[src/rtl/paddle_input_ctrl.sv]
// Button synchroniser/debouncer and paddle position generator for the two-player game.
// Optional build macro AUTO_P2_EN lets player 2 track ball_y automatically while ai_en is high.
module paddle_input_ctrl #(
    parameter int Y_MIN      = 60,
    parameter int Y_MAX      = 420,
    parameter int Y_RESET    = 240,
    parameter int STEP_DIV   = 100000,
    parameter int DEB_CYCLES = 50000,
    parameter int STEP_FAST  = 2
) (
    input  logic        clk,
    input  logic        rst,
    input  logic [1:0]  btn_up_raw,
    input  logic [1:0]  btn_dn_raw,
    input  logic        fast,
    input  logic        recentre,
    input  logic        ai_en,
    input  logic [10:0] ball_y,
    output logic [3:0]  btn_state,
    output logic [10:0] p1_y,
    output logic [10:0] p2_y
);

    localparam int DEB_W  = (DEB_CYCLES > 1) ? $clog2(DEB_CYCLES) : 1;
    localparam int TICK_W = $clog2(STEP_DIV);

    logic [3:0] raw_vec;
    logic [3:0] btn_acc;

    assign raw_vec = {btn_dn_raw[1], btn_up_raw[1], btn_dn_raw[0], btn_up_raw[0]};

    // Per button: two-flop synchroniser, then accept a new level only after it has been stable.
    genvar gi;
    generate
        for (gi = 0; gi < 4; gi++) begin : g_btn
            logic             s1_q, s1_d, s2_q, s2_d, acc_q, acc_d;
            logic [DEB_W-1:0] cnt_q, cnt_d;

            always_comb begin
                s1_d  = raw_vec[gi];
                s2_d  = s1_q;
                acc_d = acc_q;
                cnt_d = '0;
                if (s2_q != acc_q) begin
                    if (cnt_q == DEB_W'(DEB_CYCLES - 1)) begin
                        acc_d = s2_q;
                    end else begin
                        cnt_d = cnt_q + 1'b1;
                    end
                end
            end

            always_ff @(posedge clk) begin
                if (!rst) begin
                    s1_q  <= 1'b0;
                    s2_q  <= 1'b0;
                    acc_q <= 1'b0;
                    cnt_q <= '0;
                end else begin
                    s1_q  <= s1_d;
                    s2_q  <= s2_d;
                    acc_q <= acc_d;
                    cnt_q <= cnt_d;
                end
            end

            assign btn_acc[gi] = acc_q;
        end
    endgenerate

    // 12-bit arithmetic keeps y+step and Y_MIN+step free of wrap before clamping.
    function automatic logic [11:0] move_y(input logic [11:0] y, input logic up,
                                           input logic dn, input logic [11:0] step);
        logic [11:0] r;
        r = y;
        if (up && !dn) begin
            r = (y < 12'(Y_MIN) + step) ? 12'(Y_MIN) : y - step;
        end else if (dn && !up) begin
            r = (y + step > 12'(Y_MAX)) ? 12'(Y_MAX) : y + step;
        end
        return r;
    endfunction

`ifdef AUTO_P2_EN
    function automatic logic [11:0] track_y(input logic [11:0] y, input logic [11:0] tgt,
                                            input logic [11:0] step);
        logic [11:0] r;
        r = y;
        if (tgt < y) begin
            r = (y - tgt < step) ? tgt : y - step;
        end else if (tgt > y) begin
            r = (tgt - y < step) ? tgt : y + step;
        end
        if (r < 12'(Y_MIN)) r = 12'(Y_MIN);
        if (r > 12'(Y_MAX)) r = 12'(Y_MAX);
        return r;
    endfunction
`else
    logic unused_inputs;
    assign unused_inputs = ^{ai_en, ball_y};
`endif

    logic [TICK_W-1:0] tick_cnt_q, tick_cnt_d;
    logic [10:0]       p1_q, p1_d, p2_q, p2_d;
    logic              tick;
    logic [11:0]       step;

    assign tick = (tick_cnt_q == TICK_W'(STEP_DIV - 1));
    assign step = fast ? 12'(STEP_FAST) : 12'd1;

    always_comb begin
        tick_cnt_d = tick ? '0 : tick_cnt_q + 1'b1;
        p1_d       = p1_q;
        p2_d       = p2_q;
        if (recentre) begin
            p1_d = 11'(Y_RESET);
            p2_d = 11'(Y_RESET);
        end else if (tick) begin
            p1_d = 11'(move_y({1'b0, p1_q}, btn_acc[0], btn_acc[1], step));
`ifdef AUTO_P2_EN
            if (ai_en) begin
                p2_d = 11'(track_y({1'b0, p2_q}, {1'b0, ball_y}, step));
            end else begin
                p2_d = 11'(move_y({1'b0, p2_q}, btn_acc[2], btn_acc[3], step));
            end
`else
            p2_d = 11'(move_y({1'b0, p2_q}, btn_acc[2], btn_acc[3], step));
`endif
        end
    end

    always_ff @(posedge clk) begin
        if (!rst) begin
            tick_cnt_q <= '0;
            p1_q       <= 11'(Y_RESET);
            p2_q       <= 11'(Y_RESET);
        end else begin
            tick_cnt_q <= tick_cnt_d;
            p1_q       <= p1_d;
            p2_q       <= p2_d;
        end
    end

    assign btn_state = btn_acc;
    assign p1_y      = p1_q;
    assign p2_y      = p2_q;

endmodule

[config.mk]
export PLATFORM = sky130hd
export DESIGN_NAME = paddle_input_ctrl
export DESIGN_NICKNAME = d
export VERILOG_FILES = /design/src/rtl/paddle_input_ctrl.sv
export SDC_FILE = /design/constraint.sdc
export NUM_CORES = 1
export LEC_CHECK = 0
export CAP_MARGIN = 20
export CELL_PAD_IN_SITES_DETAIL_PLACEMENT = 0
export CELL_PAD_IN_SITES_GLOBAL_PLACEMENT = 1
export CORE_UTILIZATION = 44
export DETAILED_ROUTE_END_ITERATION = 10
export PLACE_DENSITY_LB_ADDON = 0.1
export SYNTH_ARGS = -nofsm -noshare
export SYNTH_HDL_FRONTEND = slang
export SYNTH_SLANG_ARGS = --single-unit
[constraint.sdc]
create_clock -name clk -period 3.1 [get_ports clk]
set_input_delay 0.62 -clock clk [delete_from_list [all_inputs] [get_ports clk]]
set_output_delay 0.62 -clock clk [all_outputs]
set_load 0.005 [all_outputs]
==> results by stage <==
Run status:
- The run finished with clean final reports.

GRT:
- For this run, the total global-route usage over all layers was measured as 0.2006.
- For this run the aggregate overflow at the end of global routing stands at 0.
- Entering global routing, the biggest net connects 20 pins.
- The first global-routing pass estimated roughly 23000 µm of wire.
- The initial antenna violation count is 0.
- The met2 track demand over resource is 0.3319.
- The met3 usage is 0.04009.
- The global routing stage identified its most utilized layer as met2.
- The number of global-route vias before repair is 5129.
- For this run, global-route usage on met1 was measured as 0.2595.

Timing:
- The final-layout setup total negative slack is 0 ns.
- The number of setup violations in the final report is 0.
- Hold is met by ~0.43 ns.
- The total count of hold-check failures in the final report came to 0.
- The time the worst path needs with I/O delays and setup is 2.959 ns.
- For the pin with the worst max-slew slack, the measured transition is between 0.6 and 0.7 ns.
- The final count of pins violating max slew was 0.
- Setup repair after global routing left no endpoint under its margin.
- The final clock skew is 0.008603 ns.
- In the finished design, the share of the clock period the worst path needs comes to 0.9545.
- Headroom to the max-slew limit came out at 0.5890.
- Timing would allow up to between 300 and 400 MHz.

Run:
- Max-cap violations in this run came to 0.

Logic synthesis:
- The number of synthesis warnings is 0.
- In the post-synthesis netlist, the biggest area contributors are sky130_fd_sc_hd__dfxtp_1 (37%), sky130_fd_sc_hd__xor2_1 (7.2%), sky130_fd_sc_hd__nor2_1 (6.9%), sky130_fd_sc_hd__xnor2_1 (4.4%), sky130_fd_sc_hd__nand2_1 (3.7%).
- The share of synthesized area in the top cell type comes to 0.3735.
- The netlist uses 70 different library cells.
- Yosys mapped a number of flops with a built-in enable equal to 0.
- Synthesis handed over a netlist of around 750 instances.
- The share of synthesized area occupied by flip-flops and latches is 0.3735.
- Counting flops and latches in the post-synthesis netlist gives between 100 and 150.
- The prevailing post-synth register cell is sky130_fd_sc_hd__dfxtp_1.
- The post-synthesis net count is between 700 and 800.
- Each instance of the synthesized netlist takes up on average between 8 and 9 µm².
- The largest area contributor in the synthesized netlist is sky130_fd_sc_hd__dfxtp_1.
- Summing every instance area after synthesis gives 6163 µm².
- The async set-or-reset flop fraction in the synthesized netlist is 0.

Floorplan:
- Pin placement for this block handled 46 I/O pins.
- The initial utilization of the core area, before any placement, comes to 0.4581.
- The chip width is 120.4 µm.
- The floorplan row count is between 40 and 50.
- The area of the core is about 13000 µm².
- From bottom edge to top edge, the die measures about 120 µm.
- The area enclosed by the die boundary is between 10000 and 15000 µm².

Setup path:
- Walking the worst path, the cells encountered are clkdlybuf4s50_1 -> inv_1 -> ha_1 -> fa_1 -> and3_1 -> nand2_1 -> o22ai_1 -> o21ai_1 -> o22a_1 -> nor2_1 -> o31a_1.
- The signal arrival time at the worst endpoint is around 3.3 ns.
- The reg-to-reg startpoint is p1_y[0].
- On the critical path, the stage with the largest delay is an instance of sky130_fd_sc_hd__clkdlybuf4s50_1.
- The kind of start point of the critical path is a primary input.
- Data on the critical path is required at its endpoint by roughly 3.4 ns.
- The critical path capture point type is a register.
- The setup path with the least slack is of type in -> reg.
- The startpoint of the most critical setup path is fast.
- For this run, the slowest stage of the critical path takes 0.49 ns.
- The largest fanout on the critical path is 6.

Final layout:
- The most common cell after layout, fill and taps aside is sky130_fd_sc_hd__dfxtp_1.
- The footprint of the flip-flops and latches is 2302 µm².
- The fill cell total of the finished layout is between 1000 and 1500.
- 0 antenna diodes ended up in the layout.
- The post-layout net count is 838.
- The area occupied by multi-input gates is ~3600 µm².
- Of the cells placed in the final design, the portion with a size suffix greater than 1 is 0.09975.
- At the end of the flow the core is filled with cells to 0.5500.
- After routing the design area is 7400 µm².
- In the layout the commonest cells are sky130_fd_sc_hd__dfxtp_1 (115), sky130_fd_sc_hd__nor2_1 (113), sky130_fd_sc_hd__nand2_1 (61).
- Leaving out filler cells and counting taps, the final layout contains a little under 1000.
- The area growth from synthesis to final layout is 20.06%.

CTS:
- Once the clock tree was built, the setup fixing pass inserted 0 buffers.
- The number of buffers inserted for hold repair after clock tree synthesis is 0.
- The insertion delay of the later-clocked pin in the worst-skew pair is approximately 0.40 ns.
- The tree is rooted in a sky130_fd_sc_hd__clkbuf_16.
- TritonCTS built the clock tree.
- The TritonCTS buffer count is 17.
- The clock tree synthesis step divided the H-tree into 4 levels.
- The clock transition at the registers of the reported paths is roughly 0.06 ns.
- CTS saw between 100 and 150 sinks.
- Counting along the longest clock path gives a buffer depth of 2.

Detailed routing:
- After detailed routing, the number of vias per cell comes to around 5.4.
- The routed layout has ~5300 vias.
- The detail route stage leaves a number of antenna-violating nets equal to 0.
- The routed design has ~14000 µm of wire.
- The number of detailed-route iterations in the first pass is 4.
- The first routing iteration left 349 violations.
- Dividing the detail-routed wire length by the instance count gives around 14 µm.
- For this run, design rule violations remaining after detail routing come to 0.

Pwr:
- The worst-case IR drop observed on VDD is approximately 0.00036 V.
- Summed over all cells, the static leakage comes to around 2.7 nW.
- The ratio of total power to cell area is 471.9 nW/µm².

Placement:
- The number of buffers added on ports is 33.
- Counting tap cells, the placed design contains a total of around 960 instances.
- Once detailed placement completed, the half-perimeter wirelength came to approximately 9600 µm.
- The final weighted congestion in routability-driven placement is just over 0.8.
- The area of placed instances is 6802 µm².

Hold path:
- The class of the tightest hold or removal check is reg -> reg.
- The startpoint of the worst hold path is g_btn[1].s1_q.
-- cell type report --
cell class	count	share of cell area
sequential	115	0.3111
inverter	23	0.01167
timing repair buffer	71	0.08319
tap	176	0.02976
clock buffer	18	0.05935
clock inverter	14	0.02097
multi-input combinational	571	0.4839
-- stage by stage --
step           setup slack (ns)  power, mW
2_1_floorplan            0.2181      1.570
3_3_place_gp            -0.1701      1.601
3_5_place_dp            -0.2389      1.603
4_1_cts                  0.1815      3.545
5_1_grt               0.0008233      3.629
6_report                 0.1410      3.492
-- path summary, 6_finish.rpt --
| path | slack (ns) | endpoint | cells past startpoint |
|---|---|---|---|
| worst min-delay path | 0.43 | g_btn[1].s2_q | 1 |
| worst max register to register | 0.64 | p1_y[5] | 9 |
| worst min register to register | 0.43 | g_btn[1].s2_q | 1 |
| worst max-delay path | 0.14 | p1_y[5] | 11 |
-- cell usage after synthesis (4+ instances only) --
cell type	count
sky130_fd_sc_hd__nand3_1	36
sky130_fd_sc_hd__ha_1	15
sky130_fd_sc_hd__o211ai_1	6
sky130_fd_sc_hd__nor4_1	4
sky130_fd_sc_hd__buf_4	7
sky130_fd_sc_hd__nand2_1	61
sky130_fd_sc_hd__o21ai_0	31
sky130_fd_sc_hd__mux2i_1	6
sky130_fd_sc_hd__nor4b_1	6
sky130_fd_sc_hd__xor2_1	51
sky130_fd_sc_hd__nor2_1	113
sky130_fd_sc_hd__a31oi_1	9
sky130_fd_sc_hd__and3_1	24
sky130_fd_sc_hd__and4_1	6
sky130_fd_sc_hd__nor2b_1	12
sky130_fd_sc_hd__nor3_1	13
sky130_fd_sc_hd__nand2b_1	6
sky130_fd_sc_hd__buf_2	11
sky130_fd_sc_hd__o22ai_1	4
sky130_fd_sc_hd__clkbuf_1	20
sky130_fd_sc_hd__nand4_1	20
sky130_fd_sc_hd__a21oi_1	26
sky130_fd_sc_hd__o31ai_1	4
sky130_fd_sc_hd__fa_1	4
sky130_fd_sc_hd__dfxtp_1	115
sky130_fd_sc_hd__or3_1	7
sky130_fd_sc_hd__and2_1	15
sky130_fd_sc_hd__inv_1	22
sky130_fd_sc_hd__xnor2_1	31
-- logic make-up after synthesis --
group | synth area share
and+or+nand+nor | 0.2765
AOI/OAI and AO/OA | 0.1342
DFF | 0.3735
xor gates and xnor gates | 0.1165
buffers and inverters | 0.04608
adders and majority gates | 0.04344
muxes | 0.009745
-- critical path, delay by kind of cell --
kind	cells	cell delay [ns]
adder cells (fa/ha/maj)	2	0.72
AND/OR/NAND/NOR	3	0.46
AO/OA/AOI/OAI	4	0.85
buffers and inverters	2	0.60
-- routing by layer --
| layer | share of wire | routed length (µm) |
|---|---|---|
| met5 | 0 | 0 |
| met2 | 0.48 | 6576 |
| met4 | 0.0086 | 118 |
| met3 | 0.027 | 365 |
| met1 | 0.48 | 6638 |
-- repair_timing --
action	CTS	global route
endpoints found under the setup margin	0	1
resized for setup	0	1
hold endpoints to repair	0	0
-- power breakdown --
group	internal [mW]	switching, mW
clock	1.21	0.710
sequential	1.49	0.00611
combinational	0.0334	0.0434
total	2.73	0.760
-- state kept, by name, summed over array words and instances, names as in the netlist --
signal,cells
g_btn.acc_q,4
g_btn.cnt_q,64
g_btn.s1_q,4
g_btn.s2_q,4
p1_y,11
p2_y,11
tick_cnt_q,17
(Power assumes the default switching activity.)
==> RTL edit 1, RTL diff (same settings) <==
Add a define of `AUTO_P2_EN`.
--- a/src/rtl/paddle_input_ctrl.sv
+++ b/src/rtl/paddle_input_ctrl.sv
@@ -1,5 +1,7 @@
 // Button synchroniser/debouncer and paddle position generator for the two-player game.
 // Optional build macro AUTO_P2_EN lets player 2 track ball_y automatically while ai_en is high.
+`define AUTO_P2_EN
+
 module paddle_input_ctrl #(
     parameter int Y_MIN      = 60,
     parameter int Y_MAX      = 420,
Behaviour: same outputs for any inputs over 10 cycles, from zero or initial values and one cycle with rst low; that may be too few to reach the edited logic, so the function may still have changed.
==> RTL edit 1 against the unedited design <==
Setup slack got worse by 1.2 ns. Power rose by 15%. Sequential cell count did not move. Routed wire length rose by 86%. Design area rose by 62%. Largest cell class unchanged. Synthesized area rose by 31%. Core utilization rose by 11 points. Die area rose by 31%. The flow now finishes with violations (negative setup slack). Highest routed layer unchanged. Largest power group unchanged.
==> RTL edit 1: results <==
[run_status]
outcome = finished, violations left
violations = negative setup slack

[yosys]
synth.area.top_cells = dfxtp_1, nor2_1, ha_1
synth_seq_area_share_pct = 28.4
synthTopCellsByCount = nor2_1, dfxtp_1, nand2_1, xor2_1

[timing]
setup_slack_ns = -1.11
relSlewSlack_pct = 55.1
setup_viol = 16
clock_skew_ns = 0.0118

[route]
vias = 8572
initialDrtViolationCount = 504
first_pass_iters = 5

[cts]
clock_latency_ns = 0.42

[setup_path]
crit_arrival_ns = 4.50
timing.rr.start = p2_y[0]
ff2ff_path_depth = 16
critPathSlowestCell = or4_4
worstReg2RegEnd = p2_y[3]

[placed_design]
io_buffer_count = 45
post_dp_cell_area_um2 = 10400
place_ws_ns = -1.89

[grt]
track_usage_pct = 26.9
grt_pass1_vias = 7926
grt_pass1_wl_um = 39700

[pwr]
leakage_uw = 0.00476
p_sw_share_pct = 25.4
power_density_nw_per_um2 = 335

[cells_and_area]
fillers = 1572

[hold_path]
hp-start = g_btn[2].s1_q
## RTL edit 1: routing by layer
metal,vias to the layer above,part of all wire [%],wire (µm),GRT usage (%)
met2,216,46,11700,42.6
li1,4246,-,-,-
met3,33,4.4,1120,4.42
met4,0,1.5,392,7.94
met1,4077,48,12300,37.3
met5,-,0,0,0
## RTL edit 1: final cells by class
cell class                      instances  share of cell area, %
Inverter                               47                   1.65
Clock buffer                           19                   3.70
Tap cell                              229                   2.39
Timing Repair Buffer                  308                   21.2
Clock inverter                         12                   1.22
Sequential cell                       115                   19.3
Multi-Input combinational cell        824                   50.5
## RTL edit 1: timing repair
action,CTS,global route
pin swaps,52,29
setup buffers,38,13
gates resized for setup,124,35
gates cloned,0,0
endpoints found under the setup margin,18,17
hold buffers,0,0
## RTL edit 1: through the flow
stage / power (µW) / cells / setup TNS [ns]
global route: 4160 / 1554 / -10.70
floorplan: 1760 / 1034 / -6.65
detailed placement: 1970 / 1475 / -24.18
global placement: 1970 / 1475 / -24.34
CTS: 4010 / 1542 / -9.03
finish: 4010 / 1554 / -8.82
## RTL edit 1: cell families (layout without fill, tap and decap cells)
family	Yosys count	after routing	share of synthesized area [%]
fa+ha+maj	44	44	7.36
flops	115	115	28.4
mux	29	29	3.65
simple gates	460	460	29.0
xor+xnor	91	91	9.84
buf+inv	95	386	5.15
compound gates	200	200	16.5
## RTL edit 1: how the worst max path moves through the flow
stage | from | endpoint | slack (ns) | cells after the start
after floorplan | ball_y[0] | p2_y[3] | -1.05 | 16
after global placement | ball_y[0] | p2_y[3] | -1.85 | 18
after detailed placement | ball_y[0] | p2_y[3] | -1.89 | 18
after CTS | p2_y[0] | p2_y[3] | -1.06 | 16
after global routing | p2_y[0] | p2_y[3] | -1.20 | 17
final | ball_y[0] | p2_y[3] | -1.11 | 18
## RTL edit 1: power by group through the flow
stage / clock network, µW / logic (µW) / registers (µW)
2_1_floorplan: 0 / 236 / 1530
3_3_place_gp: 0 / 447 / 1530
3_5_place_dp: 0 / 447 / 1530
4_1_cts: 1990 / 525 / 1490
5_1_grt: 2060 / 601 / 1490
6_report: 1950 / 562 / 1490
## RTL edit 1: critical path, delay by kind of cell
kind            cells  cell delay, ns
simple gates        6            1.89
mux                 1            0.07
fa+ha+maj           2            0.50
xor+xnor            1            0.08
buf+inv             5            0.47
compound gates      3            0.85
==> RTL edit 2, RTL diff (same settings) <==
Made on the original files. Make the reset (`rst`) asynchronous in 2 clocked blocks.
--- a/src/rtl/paddle_input_ctrl.sv
+++ b/src/rtl/paddle_input_ctrl.sv
@@ -50,7 +50,7 @@
                 end
             end
 
-            always_ff @(posedge clk) begin
+            always_ff @(posedge clk or negedge rst) begin
                 if (!rst) begin
                     s1_q  <= 1'b0;
                     s2_q  <= 1'b0;
@@ -129,7 +129,7 @@
         end
     end
 
-    always_ff @(posedge clk) begin
+    always_ff @(posedge clk or negedge rst) begin
         if (!rst) begin
             tick_cnt_q <= '0;
             p1_q       <= 11'(Y_RESET);
Function: no difference found for any inputs over 10 cycles, from zero or initial values and one cycle with rst low; that may be too few to reach the edited logic, so the function may still have changed.
==> RTL edit 2 against the unedited design <==
The run now ends with design-rule violations left. Power down 1.6%. Clock power down 8%. Design area up 10%. Count of clock-buffer cells in the layout is 7 higher. Setup slack better by 0.13 ns. Synthesized cell count down 4.0%. Sequential cell count unchanged. Synthesized area rose by 8.0%. Critical path depth up 1. Sequential share of layout area grew 4.3 points. Via count is 2.7% higher. Worst hold slack worse by 0.13 ns. Routed wire length rose by 9.0%. Critical path type unchanged. Largest cell class unchanged. Largest power group unchanged.
==> RTL edit 2: results <==
[run_status]
violations = design-rule violations
outcome = finished, violations left

[cells_and_area]
nClkBuffers = 25
bufAreaShareNonClock_pct = 9.54
fillers = 1334
num-nonclk-inverters = 22
multi_input_cells = 553
seq_area_um2 = 2890
fin_nets = 837
n_all_buffers = 91

[cts]
cts_resized = 9
postCtsSetupBuffers = 2

[route]
viasPerCell = 5.47
initialDrtViolationCount = 321
wl_met3_um = 396
route.detailed.drc = 8

[pwr]
seq_power_uw = 1540
clk-power_uw = 1770

[hold_path]
holdCritPathClass = primary input to async pin

[yosys]
synthTopCellsByCount = nor2_1, dfrtp_1, nand2_1, xnor2_1, xor2_1
synth_fa_ha_area_share_pct = 3.65
synth_compound_area_share_pct = 11.9
ys_types = 71

[grt]
grt_max_degree = 60
grtUsageMet1_pct = 27.8
grt.met2_usage_pct = 33.3
grt_pass1_vias = 5458

[setup_path]
critical-path-max-stage-delay_ns = 0.36
crit_arrival_ns = 3.14

[timing]
hold_ws_ns = 0.300
worst_pin_slew_ns = 0.788

[floorplanning]
num_tap_cells = 184
==> RTL edit 2: changes by cell type after synthesis, moves of 7 or more <==
cell	change
a21oi_1	-7
a31oi_1	-9
and2_1	-11
clkbuf_1	-7
dfrtp_1	+107
dfstp_2	+8
dfxtp_1	-115
nand2_1	-7
nor3_1	+14
xnor2_1	+12
xor2_1	-11
==> RTL edit 2: how the worst max path moves through the flow <==
stage	start	end	slack, ns	depth (start not counted)
3_3_place_gp	fast	p1_y[4]	-0.45	14
5_1_grt	fast	p1_y[0]	0.17	12
2_1_floorplan	fast	p1_y[3]	0.1	12
3_5_place_dp	fast	p1_y[4]	-0.52	13
4_1_cts	fast	p1_y[2]	-0.02	11
6_report	fast	p1_y[0]	0.27	12
==> RTL edit 2: through the flow <==
step                setup WS, ns  instances  TNS, ns
floorplan                 0.0976        719        0
global placement          -0.448        963    -6.92
detailed placement        -0.518        963    -8.14
CTS                      -0.0196        997  -0.0298
global route               0.170        997        0
finish                     0.270        997        0
